**src/rtl/serial_byte_receiver.sv**
```systemverilog
// Serial-to-parallel receiver for MSB-first or LSB-first shift-register streams with a valid/ready word port.
// Optional even-parity bit per frame when SR_RX_PARITY_EN is defined (adds PAR state and parity_err port).
module serial_byte_receiver #(
  parameter int WIDTH = 8
) (
  input  logic             clk,
  input  logic             rst,
  input  logic             serial_in,
  input  logic             in_valid,
  input  logic             start,
  input  logic             lsb_first,
  output logic [WIDTH-1:0] parallel_out,
  output logic             out_valid,
  input  logic             out_ready,
  output logic             overrun,
`ifdef SR_RX_PARITY_EN
  output logic             parity_err,
`endif
  output logic             busy
);

  localparam int CNT_W = $clog2(WIDTH + 1);

`ifdef SR_RX_PARITY_EN
  typedef enum logic [1:0] {IDLE, RECV, PAR} state_t;
`else
  typedef enum logic [1:0] {IDLE, RECV} state_t;
`endif

  state_t             state;
  logic [CNT_W-1:0]   bit_cnt;
  logic               frame_lsb;
  logic [WIDTH-1:0]   shreg;
  logic [WIDTH-1:0]   shifted;
  logic               lsb_eff;
  logic               last_data;
  logic               frame_done;
  logic [WIDTH-1:0]   done_word;
  logic               accept;

  // MSB-first sources push into the LSB; LSB-first sources push into the MSB.
  function automatic logic [WIDTH-1:0] shift_in(input logic [WIDTH-1:0] cur,
                                                input logic b, input logic lsb);
    if (lsb) return {b, cur[WIDTH-1:1]};
    else     return {cur[WIDTH-2:0], b};
  endfunction

  always_comb begin
    lsb_eff    = (start || state == IDLE) ? lsb_first : frame_lsb;
    shifted    = shift_in(shreg, serial_in, lsb_eff);
    last_data  = (state == RECV) && (bit_cnt == CNT_W'(WIDTH - 1));
    frame_done = 1'b0;
    done_word  = shifted;
`ifdef SR_RX_PARITY_EN
    frame_done = in_valid && !start && (state == PAR);
    done_word  = shreg;
`else
    frame_done = in_valid && !start && last_data;
`endif
    accept = !out_valid || out_ready;
  end

  always_ff @(posedge clk) begin
    if (rst) begin
      state        <= IDLE;
      bit_cnt      <= '0;
      frame_lsb    <= 1'b0;
      parallel_out <= '0;
      out_valid    <= 1'b0;
      overrun      <= 1'b0;
      busy         <= 1'b0;
`ifdef SR_RX_PARITY_EN
      parity_err   <= 1'b0;
`endif
    end else begin
`ifdef SR_RX_PARITY_EN
      parity_err <= 1'b0;
`endif
      // A start with in_valid always opens a fresh frame, silently abandoning any partial one.
      if (in_valid) begin
        if (start) begin
          shreg     <= shifted;
          bit_cnt   <= CNT_W'(1);
          frame_lsb <= lsb_first;
          state     <= RECV;
          busy      <= 1'b1;
        end else begin
          case (state)
            RECV: begin
              shreg   <= shifted;
              bit_cnt <= bit_cnt + CNT_W'(1);
              if (last_data) begin
`ifdef SR_RX_PARITY_EN
                state <= PAR;
`else
                state   <= IDLE;
                busy    <= 1'b0;
                bit_cnt <= '0;
`endif
              end
            end
`ifdef SR_RX_PARITY_EN
            PAR: begin
              state   <= IDLE;
              busy    <= 1'b0;
              bit_cnt <= '0;
            end
`endif
            default: ;
          endcase
        end
      end

      // Output port: load when free or being drained this edge, otherwise drop and flag.
      if (frame_done) begin
        if (accept) begin
          parallel_out <= done_word;
          out_valid    <= 1'b1;
`ifdef SR_RX_PARITY_EN
          parity_err   <= ^shreg ^ serial_in;
`endif
        end else begin
          overrun <= 1'b1;
        end
      end else if (out_valid && out_ready) begin
        out_valid <= 1'b0;
      end
    end
  end

endmodule

```
**config.mk**
```make
export PLATFORM = sky130hd
export DESIGN_NAME = serial_byte_receiver
export DESIGN_NICKNAME = d
export VERILOG_FILES = /design/src/rtl/serial_byte_receiver.sv
export SDC_FILE = /design/constraint.sdc
export NUM_CORES = 1
export LEC_CHECK = 0
export CAP_MARGIN = 20
export CORE_MARGIN = 2
export CORE_UTILIZATION = 50
export DETAILED_ROUTE_END_ITERATION = 8
export GPL_TIMING_DRIVEN = 0
export PLACE_DENSITY_LB_ADDON = 0.25
export SLEW_MARGIN = 5
export SYNTH_ARGS = -nofsm -noshare
export SYNTH_HDL_FRONTEND = slang
export SYNTH_SLANG_ARGS = --single-unit
```
**constraint.sdc**
```tcl
create_clock -name clk -period 2.4 [get_ports clk]
set_clock_uncertainty 0.2 [all_clocks]
set_input_delay 0.48 -clock clk [delete_from_list [all_inputs] [get_ports clk]]
set_output_delay 0.48 -clock clk [all_outputs]
set_load 0.05 [all_outputs]
```
==> impl_results.html <==
<table>
<tr><th>Metric</th><th>Value</th></tr>
<tr><th colspan="2">Place</th></tr>
<tr><td>Total placed instance area</td><td>~1200 um2</td></tr>
<tr><td>Half-perimeter wire length after placement</td><td>1390 um</td></tr>
<tr><td>IO Port Bufs</td><td>15</td></tr>
<tr><td>Routability cong.</td><td>0.694</td></tr>
<tr><td>Number of placed instances, taps included</td><td>140</td></tr>
<tr><th colspan="2">Layout</th></tr>
<tr><td>Count of inserted antenna diode cells</td><td>0</td></tr>
<tr><td>Final core utilization</td><td>63.8%</td></tr>
<tr><td>Layout overhead on the synthesized area</td><td>21.6%</td></tr>
<tr><td>Commonest non-fill, non-tap cells in the layout</td><td>sky130_fd_sc_hd__nor2_1, sky130_fd_sc_hd__dfxtp_1, sky130_fd_sc_hd__clkdlybuf4s50_1</td></tr>
<tr><td>Area of all sequential standard cells</td><td>around 560 um2</td></tr>
<tr><td>Most frequent standard cell in the layout excluding fill and tap cells</td><td>sky130_fd_sc_hd__nor2_1</td></tr>
<tr><td>Area occupied by multi-input gates</td><td>415 um2</td></tr>
<tr><td>Non-filler instance count after layout</td><td>144</td></tr>
<tr><td>Net count of the finished layout</td><td>126</td></tr>
<tr><td>Post-layout instance area</td><td>1250 um2</td></tr>
<tr><td>Number of inserted filler cells in the final layout</td><td>174</td></tr>
<tr><td>Ratio of cells with drive above 1 in the final layout</td><td>about a tenth</td></tr>
<tr><th colspan="2">Logic synthesis</th></tr>
<tr><td>Syn Inst Count</td><td>just under 100</td></tr>
<tr><td>Syn nets</td><td>106</td></tr>
<tr><td>Count of state elements after synthesis</td><td>24</td></tr>
<tr><td>Synthesized area per cell</td><td>10.5 um2</td></tr>
<tr><td>Share of the yosys chip area belonging to registers</td><td>54.4%</td></tr>
<tr><td>Async set-reset flop share out of synthesis</td><td>0%</td></tr>
<tr><td>Compound-cell area share of the yosys netlist</td><td>12.6%</td></tr>
<tr><td>Combinational family with the most area after synthesis</td><td>simple AND/OR/NAND/NOR gates</td></tr>
<tr><td>Top cell type's share of synthesized area</td><td>31.1%</td></tr>
<tr><td>Synth Area in Simple Gates</td><td>15.4%</td></tr>
<tr><td>Main area contributors after synthesis</td><td>sky130_fd_sc_hd__dfxtp_1, sky130_fd_sc_hd__edfxtp_1, sky130_fd_sc_hd__mux2i_1</td></tr>
<tr><td>Number of distinct standard cells referenced by the synthesized netlist</td><td>25</td></tr>
<tr><td>Synthesis Warnings</td><td>0</td></tr>
<tr><td>Synth Area in Adders</td><td>1.22%</td></tr>
<tr><td>Cell area after technology mapping</td><td>1030 um2</td></tr>
<tr><td>Leading register cell type out of synthesis</td><td>sky130_fd_sc_hd__dfxtp_1</td></tr>
<tr><td>Yosys top cell by area</td><td>sky130_fd_sc_hd__dfxtp_1</td></tr>
<tr><td>Post-synth EDFFs</td><td>8</td></tr>
<tr><td>Xor/xnor share of the synthesized area</td><td>0%</td></tr>
<tr><td>Share of cell area taken by muxes after synthesis</td><td>11.1%</td></tr>
<tr><th colspan="2">Critical path</th></tr>
<tr><td>Critical path's top delay family</td><td>multiplexers</td></tr>
<tr><td>Source of the worst register-to-register timing path</td><td>bit_cnt[0]$_SDFFE_PP0P_</td></tr>
<tr><td>Critical path arrival</td><td>2.12 ns</td></tr>
<tr><td>Critical path buffers and inverters</td><td>2</td></tr>
<tr><td>Element type at the critical path end</td><td>register</td></tr>
<tr><td>Slowest stage delay, CP</td><td>approximately 0.6 ns</td></tr>
<tr><td>Req. time, crit path</td><td>about 2.3 ns</td></tr>
<tr><td>Startpoint Class</td><td>primary input</td></tr>
<tr><td>Cell chain of the critical path</td><td>clkdlybuf4s50_1 -&gt; nand2b_4 -&gt; mux2i_4 -&gt; mux2i_1 -&gt; inv_1</td></tr>
<tr><td>Path type of the worst setup path</td><td>primary input to register</td></tr>
<tr><td>Cell depth of the worst flop-to-flop path</td><td>6</td></tr>
<tr><td>Highest-delay cell along the critical path</td><td>sky130_fd_sc_hd__clkdlybuf4s50_1</td></tr>
<tr><td>Capturing point of the worst reg2reg path</td><td>parallel_out[2]$_SDFFE_PP0P_</td></tr>
<tr><td>R2r setup slk</td><td>0.39 ns</td></tr>
<tr><td>Crit Path Max Fanout</td><td>8</td></tr>
<tr><th colspan="2">Power and ir drop</th></tr>
<tr><td>Pleak</td><td>0.000491 uW</td></tr>
<tr><td>Cell Pwr Density</td><td>563 nW/um2</td></tr>
<tr><td>Worst IR Drop VDD</td><td>~0.34 mV</td></tr>
<tr><th colspan="2">CTS</th></tr>
<tr><td>Depth of the CTS H-tree</td><td>1</td></tr>
<tr><td>Clock sink count</td><td>24</td></tr>
<tr><td>CTS tree</td><td>yes</td></tr>
<tr><td>Number of clock buffers inserted by TritonCTS</td><td>3</td></tr>
<tr><td>Bufs on Longest Clock Path</td><td>2</td></tr>
<tr><td>Hold bufs inserted after CTS</td><td>0</td></tr>
<tr><td>Post-CTS clock slew at the launch and capture registers of the worst setup and hold paths</td><td>0.13 ns</td></tr>
<tr><td>Clk_lat worst skew</td><td>0.30 ns</td></tr>
<tr><td>Library cell used as clock root buffer</td><td>sky130_fd_sc_hd__clkbuf_4</td></tr>
<tr><th colspan="2">Drt</th></tr>
<tr><td>Average wire per standard cell</td><td>12.4 um</td></tr>
<tr><td>Via-per-instance ratio</td><td>5.20</td></tr>
<tr><td>Final routed wirelength across all metal layers</td><td>1780 um</td></tr>
<tr><td>Post-detailed-route DRC marker count</td><td>0</td></tr>
<tr><td>Number of vias in the routed layout</td><td>749</td></tr>
<tr><td>Antenna Nets Post-Route</td><td>0</td></tr>
<tr><td>Violation count after the first detailed-route iteration</td><td>12</td></tr>
<tr><td>Detailed-router iteration count before antenna repair</td><td>4</td></tr>
<tr><th colspan="2">STA</th></tr>
<tr><td>Tightest slew margin relative to the limit</td><td>slightly below 60%</td></tr>
<tr><td>Slew of the pin with the lowest slew margin</td><td>0.612 ns</td></tr>
<tr><td>Fin. Hold Viols</td><td>0</td></tr>
<tr><td>Upper clock frequency limit</td><td>443 MHz</td></tr>
<tr><td>TNS Setup</td><td>0 ns</td></tr>
<tr><td>Max Slew Vio Count</td><td>0</td></tr>
<tr><td>Min Clock Period, post-route</td><td>approximately 2.3 ns</td></tr>
<tr><td>Final worst path period share</td><td>between 90% and 100%</td></tr>
<tr><td>RSZ-0062 raised after global routing</td><td>false</td></tr>
<tr><td>Setup Viol. Count Final</td><td>0</td></tr>
<tr><th colspan="2">Global routing</th></tr>
<tr><td>Global Route Usage Sum</td><td>16.1%</td></tr>
<tr><td>Number of global-route vias before repair</td><td>693</td></tr>
<tr><td>Antenna violations before repair</td><td>0</td></tr>
<tr><td>Wire length of the first global-routing pass</td><td>approximately 3000 um</td></tr>
<tr><td>Total gr overflow</td><td>0</td></tr>
<tr><td>Maximum number of pins on one net before global-route repair</td><td>14</td></tr>
<tr><th colspan="2">Min path</th></tr>
<tr><td>Worst Hold Class</td><td>primary input to register</td></tr>
<tr><td>Worst Hold Depth</td><td>3</td></tr>
<tr><td>Worst hold path startpoint</td><td>in_valid</td></tr>
<tr><td>Worst hold path endpoint</td><td>bit_cnt[0]$_SDFFE_PP0P_</td></tr>
<tr><th colspan="2">Floorplanning</th></tr>
<tr><td>Total core area</td><td>a little under 2000 um2</td></tr>
<tr><td>Floorplan row count</td><td>16</td></tr>
<tr><td>Effective utilization at floorplan</td><td>52.5%</td></tr>
<tr><td>Area of the die</td><td>between 2000 and 2500 um2</td></tr>
<tr><td>Height of the die</td><td>49.4 um</td></tr>
<tr><td>Die Wd</td><td>49.4 um</td></tr>
<tr><td>Ports</td><td>18</td></tr>
<tr><th colspan="2">Run</th></tr>
<tr><td>Number of max-cap violations</td><td>0</td></tr>
<tr><th colspan="2">Outcome</th></tr>
<tr><td>Result of the run</td><td>finished, final reports clean</td></tr>
</table>
[timing repair]
item	in CTS	in global routing
setup endpoints to repair	0	1
gates resized for setup	0	1
setup buffers	0	0
[worst reg2reg max path: cells and delay by family, from the launching register on]
kind                     cells  cell delay, ns
AND/OR/NAND/NOR              3            0.61
flip-flops                   1            0.40
buffers and inverters        1            0.27
adder cells (fa/ha/maj)      1            0.26
AO/OA/AOI/OAI                1            0.20
[kinds of logic after synthesis]
kind of cell	after synthesis
buffers and inverters	13
adder cells (fa/ha/maj)	1
flip-flops	24
AO/OA/AOI/OAI	18
AND/OR/NAND/NOR	32
multiplexers	10
[routing by layer]
layer	vias to the layer above	GRT usage, %	part of all wire, %	routed length, um
met5	-	0	0	0
met4	0	5.56	1.2	21
met3	2	3.68	2.7	48
met2	14	27.0	50	890
met1	349	20.4	46	822
li1	384	-	-	-
[stage by stage]
stage	hold WS [ns]	power, uW	setup WS [ns]
2_1_floorplan	0.268	489	0.398
3_3_place_gp	0.252	508	-0.155
3_5_place_dp	0.277	510	-0.180
4_1_cts	0.285	711	0.00911
5_1_grt	0.289	738	0.0427
6_report	0.286	705	0.144
[worst max-delay path by stage]
| stage | startpoint | end | slack, ns | cells after the start |
|---|---|---|---|---|
| after CTS | busy$_SDFFE_PP0P_ | busy | 0.009 | 1 |
| after global routing | start | shreg[5]$_DFFE_PP_ | 0.04 | 5 |
| after floorplan | busy$_SDFFE_PP0P_ | shreg[0]$_DFFE_PP_ | 0.40 | 4 |
| final | start | shreg[0]$_DFFE_PP_ | 0.14 | 5 |
| after detailed placement | start | shreg[2]$_DFFE_PP_ | -0.18 | 5 |
| after global placement | start | shreg[0]$_DFFE_PP_ | -0.16 | 5 |
[sequential cells by signal (all words and copies together) (netlist names)]
name and flops:
overrun 1, bit_cnt 4, frame_lsb 1, parallel_out 8, out_valid 1, shreg 8, busy 1
[area by class of cell]
| class | instances | area share, % |
|---|---|---|
| multi-input cells | 61 | 33.2 |
| plain buffers | 4 | 1.60 |
| inverters | 9 | 2.70 |
| repair buffers | 15 | 12.2 |
| clock buffers | 4 | 2.90 |
| well taps | 27 | 2.70 |
| flip-flops and latches | 24 | 44.8 |
[synth_stat cells (2+ instances only)]
cell type                  number
sky130_fd_sc_hd__nor2_1        19
sky130_fd_sc_hd__nand2_1        5
sky130_fd_sc_hd__mux2i_1        8
sky130_fd_sc_hd__a211oi_1       8
sky130_fd_sc_hd__dfxtp_1       16
sky130_fd_sc_hd__nor2b_1        2
sky130_fd_sc_hd__inv_1          9
sky130_fd_sc_hd__clkbuf_1       2
sky130_fd_sc_hd__a21oi_1        3
sky130_fd_sc_hd__nand3_1        2
sky130_fd_sc_hd__edfxtp_1       8
sky130_fd_sc_hd__a32oi_1        3
[report_power, final]
group | internal (uW) | switching (uW)
Clock | 92.5 | 112
Sequential | 430 | 7.43
Combinational | 27.3 | 36.1
Power figures use the tool's default switching activity.
==> edit, RTL diff (config.mk and constraints unchanged) <==
`WIDTH`: 8 -> 16.
--- a/src/rtl/serial_byte_receiver.sv
+++ b/src/rtl/serial_byte_receiver.sv
@@ -2,5 +2,5 @@
 // Optional even-parity bit per frame when SR_RX_PARITY_EN is defined (adds PAR state and parity_err port).
 module serial_byte_receiver #(
-  parameter int WIDTH = 8
+  parameter int WIDTH = 16
 ) (
   input  logic             clk,
Ports: changed (resized parallel_out); port bits go from 18 to 26. The function was not compared with the original's and may differ.
==> edit against the unedited design <==
- sequential cell count increased by 17
- final cell count increased by 64%
- worst setup slack got worse by 0.078 ns
- routed wire length increased by 100%
- via count increased by 71%
- design area increased by 74%
- synthesized area increased by 72%
- sequential share of layout area increased by 0.30 points
- total power increased by 76%
- largest power group unchanged
==> edit: results (changes against the unedited design) <==
htree depth 2 (was 1); CP peak stage delay 0.85 ns (was 0.60 ns); placed insts 225 (was 140); headroom to the max-slew limit 50.13% (was 59.07%); Root Buffer clkbuf_4 (unchanged); clk slew on worst S/H paths 0.11 ns (was 0.13 ns); global-route wire length before repair 5713 µm (was 2973 µm); global placement routability congestion 0.7694 (was 0.6943); Layout Cells excl Fill 236 (was 144); syn avg cell area 11.51 µm² (was 10.51 µm²); switching pwr 0.2889 mW (was 0.1552 mW); worst vdd ir 393.0 µV (was 339.0 µV); Hold WC Path Type reg -> reg (was in -> reg); WL per Instance 15.08 µm (was 12.38 µm); Syn Nets 162 (was 106); number of flops mapped to enable cells by yosys 16 (was 8); GRT Overall Usage 19.06% (was 16.12%); PortBufs 24 (was 15); DP HPWL 2529 µm (was 1393 µm); 1st-iter DRT viols 77 (was 12); post-DR vias/cell 5.436 (was 5.201); biggest regs parallel_out x16, shreg x16, bit_cnt x5 (was parallel_out x8, shreg x8, bit_cnt x4); Pre-antenna DRT Iters 4 (unchanged); sequential area share after synthesis 55.33% (was 54.43%); pre-CTS setup slack -0.3793 ns (was -0.1803 ns); top cells by area, synth dfxtp_1, edfxtp_1, a211oi_2, mux2i_1, nor2_1 (was dfxtp_1, edfxtp_1, mux2i_1, nor2_1, a211oi_1); synth unique cells 28 (was 25); FILL cells 288 (was 174); worst skew pair latency 0.35 ns (was 0.30 ns); Crit path max-delay family buffers and inverters (was multiplexers); synth warn 0 (unchanged); vias in the first global route 1221 (was 693); critical path arrival 1.65 ns (was 2.12 ns); LEAKAGE 0.8199 nW (was 0.4911 nW); largest net degree at the start of global routing 13 (was 14); Commonest cells post-synth dfxtp_1, nor2_1 (was nor2_1, dfxtp_1, inv_1); CP Max Fanout 7 (was 8); CTS buffer count 5 (was 3); share of layout cells above drive strength 1 19.47% (was 9.402%); nets 197 (was 126); status finished clean (unchanged)
edit: cells by family (layout without fill, tap and decap cells):
group                    count (synthesis)  in the layout  synth area share, %
adder cells (fa/ha/maj)                  1              1               0.7056
AO/OA/AOI/OAI                           30             30                15.81
flip-flops                              41             41                55.33
multiplexers                            17             17                10.30
buffers and inverters                   25             61                6.563
AND/OR/NAND/NOR                         40             40                11.29
edit: power groups by stage:
| stage | Combinational, mW | Clock [mW] | Sequential (mW) |
|---|---|---|---|
| 3_3_place_gp | 0.0964 | 0 | 0.765 |
| 5_1_grt | 0.119 | 0.418 | 0.752 |
| 4_1_cts | 0.104 | 0.394 | 0.750 |
| 3_5_place_dp | 0.103 | 0 | 0.765 |
| 2_1_floorplan | 0.0678 | 0 | 0.766 |
| 6_report | 0.109 | 0.384 | 0.750 |
edit: final timing paths:
kind	endpoint	cells past startpoint	slack, ns	startpoint
min	bit_cnt[4]	2	0.25	bit_cnt[4]
max	busy	1	0.07	busy
min reg2reg	bit_cnt[4]	2	0.25	bit_cnt[4]
max reg2reg	parallel_out[8]	6	0.26	bit_cnt[0]
edit: stage by stage:
stage / area [µm²] / util, %
after floorplan: 1773 / -
after global placement: 2071 / 61.57
after detailed placement: 2082 / 61.90
after CTS: 2155 / 64.06
after global routing: 2177 / 64.73
final: 2177 / 64.73
edit: layout make-up:
class	instances	area, µm²	area share, %
inverter	16	60.06	2.759
clock inverter	1	5.005	0.2299
multi-input combinational	88	678.2	31.15
buffer	9	56.30	2.586
tap	46	57.56	2.644
timing repair buffer	28	274.0	12.59
sequential	41	980.9	45.06
clock buffer	7	65.06	2.989
edit: per-layer routing:
| metal | part of all wire [%] | wire length (µm) | global-route usage [%] |
|---|---|---|---|
| met5 | 0 | 0 | 0 |
| met4 | 1.7 | 61 | 8.152 |
| met3 | 6.1 | 218 | 5.536 |
| met2 | 48 | 1696 | 30.53 |
| met1 | 44 | 1583 | 23.96 |
edit: repair_timing:
| action | CTS | global route |
|---|---|---|
| setup endpoints to repair | 4 | 13 |
| resized for setup | 1 | 0 |
| setup buffers | 0 | 3 |
| hold buffers | 0 | 0 |
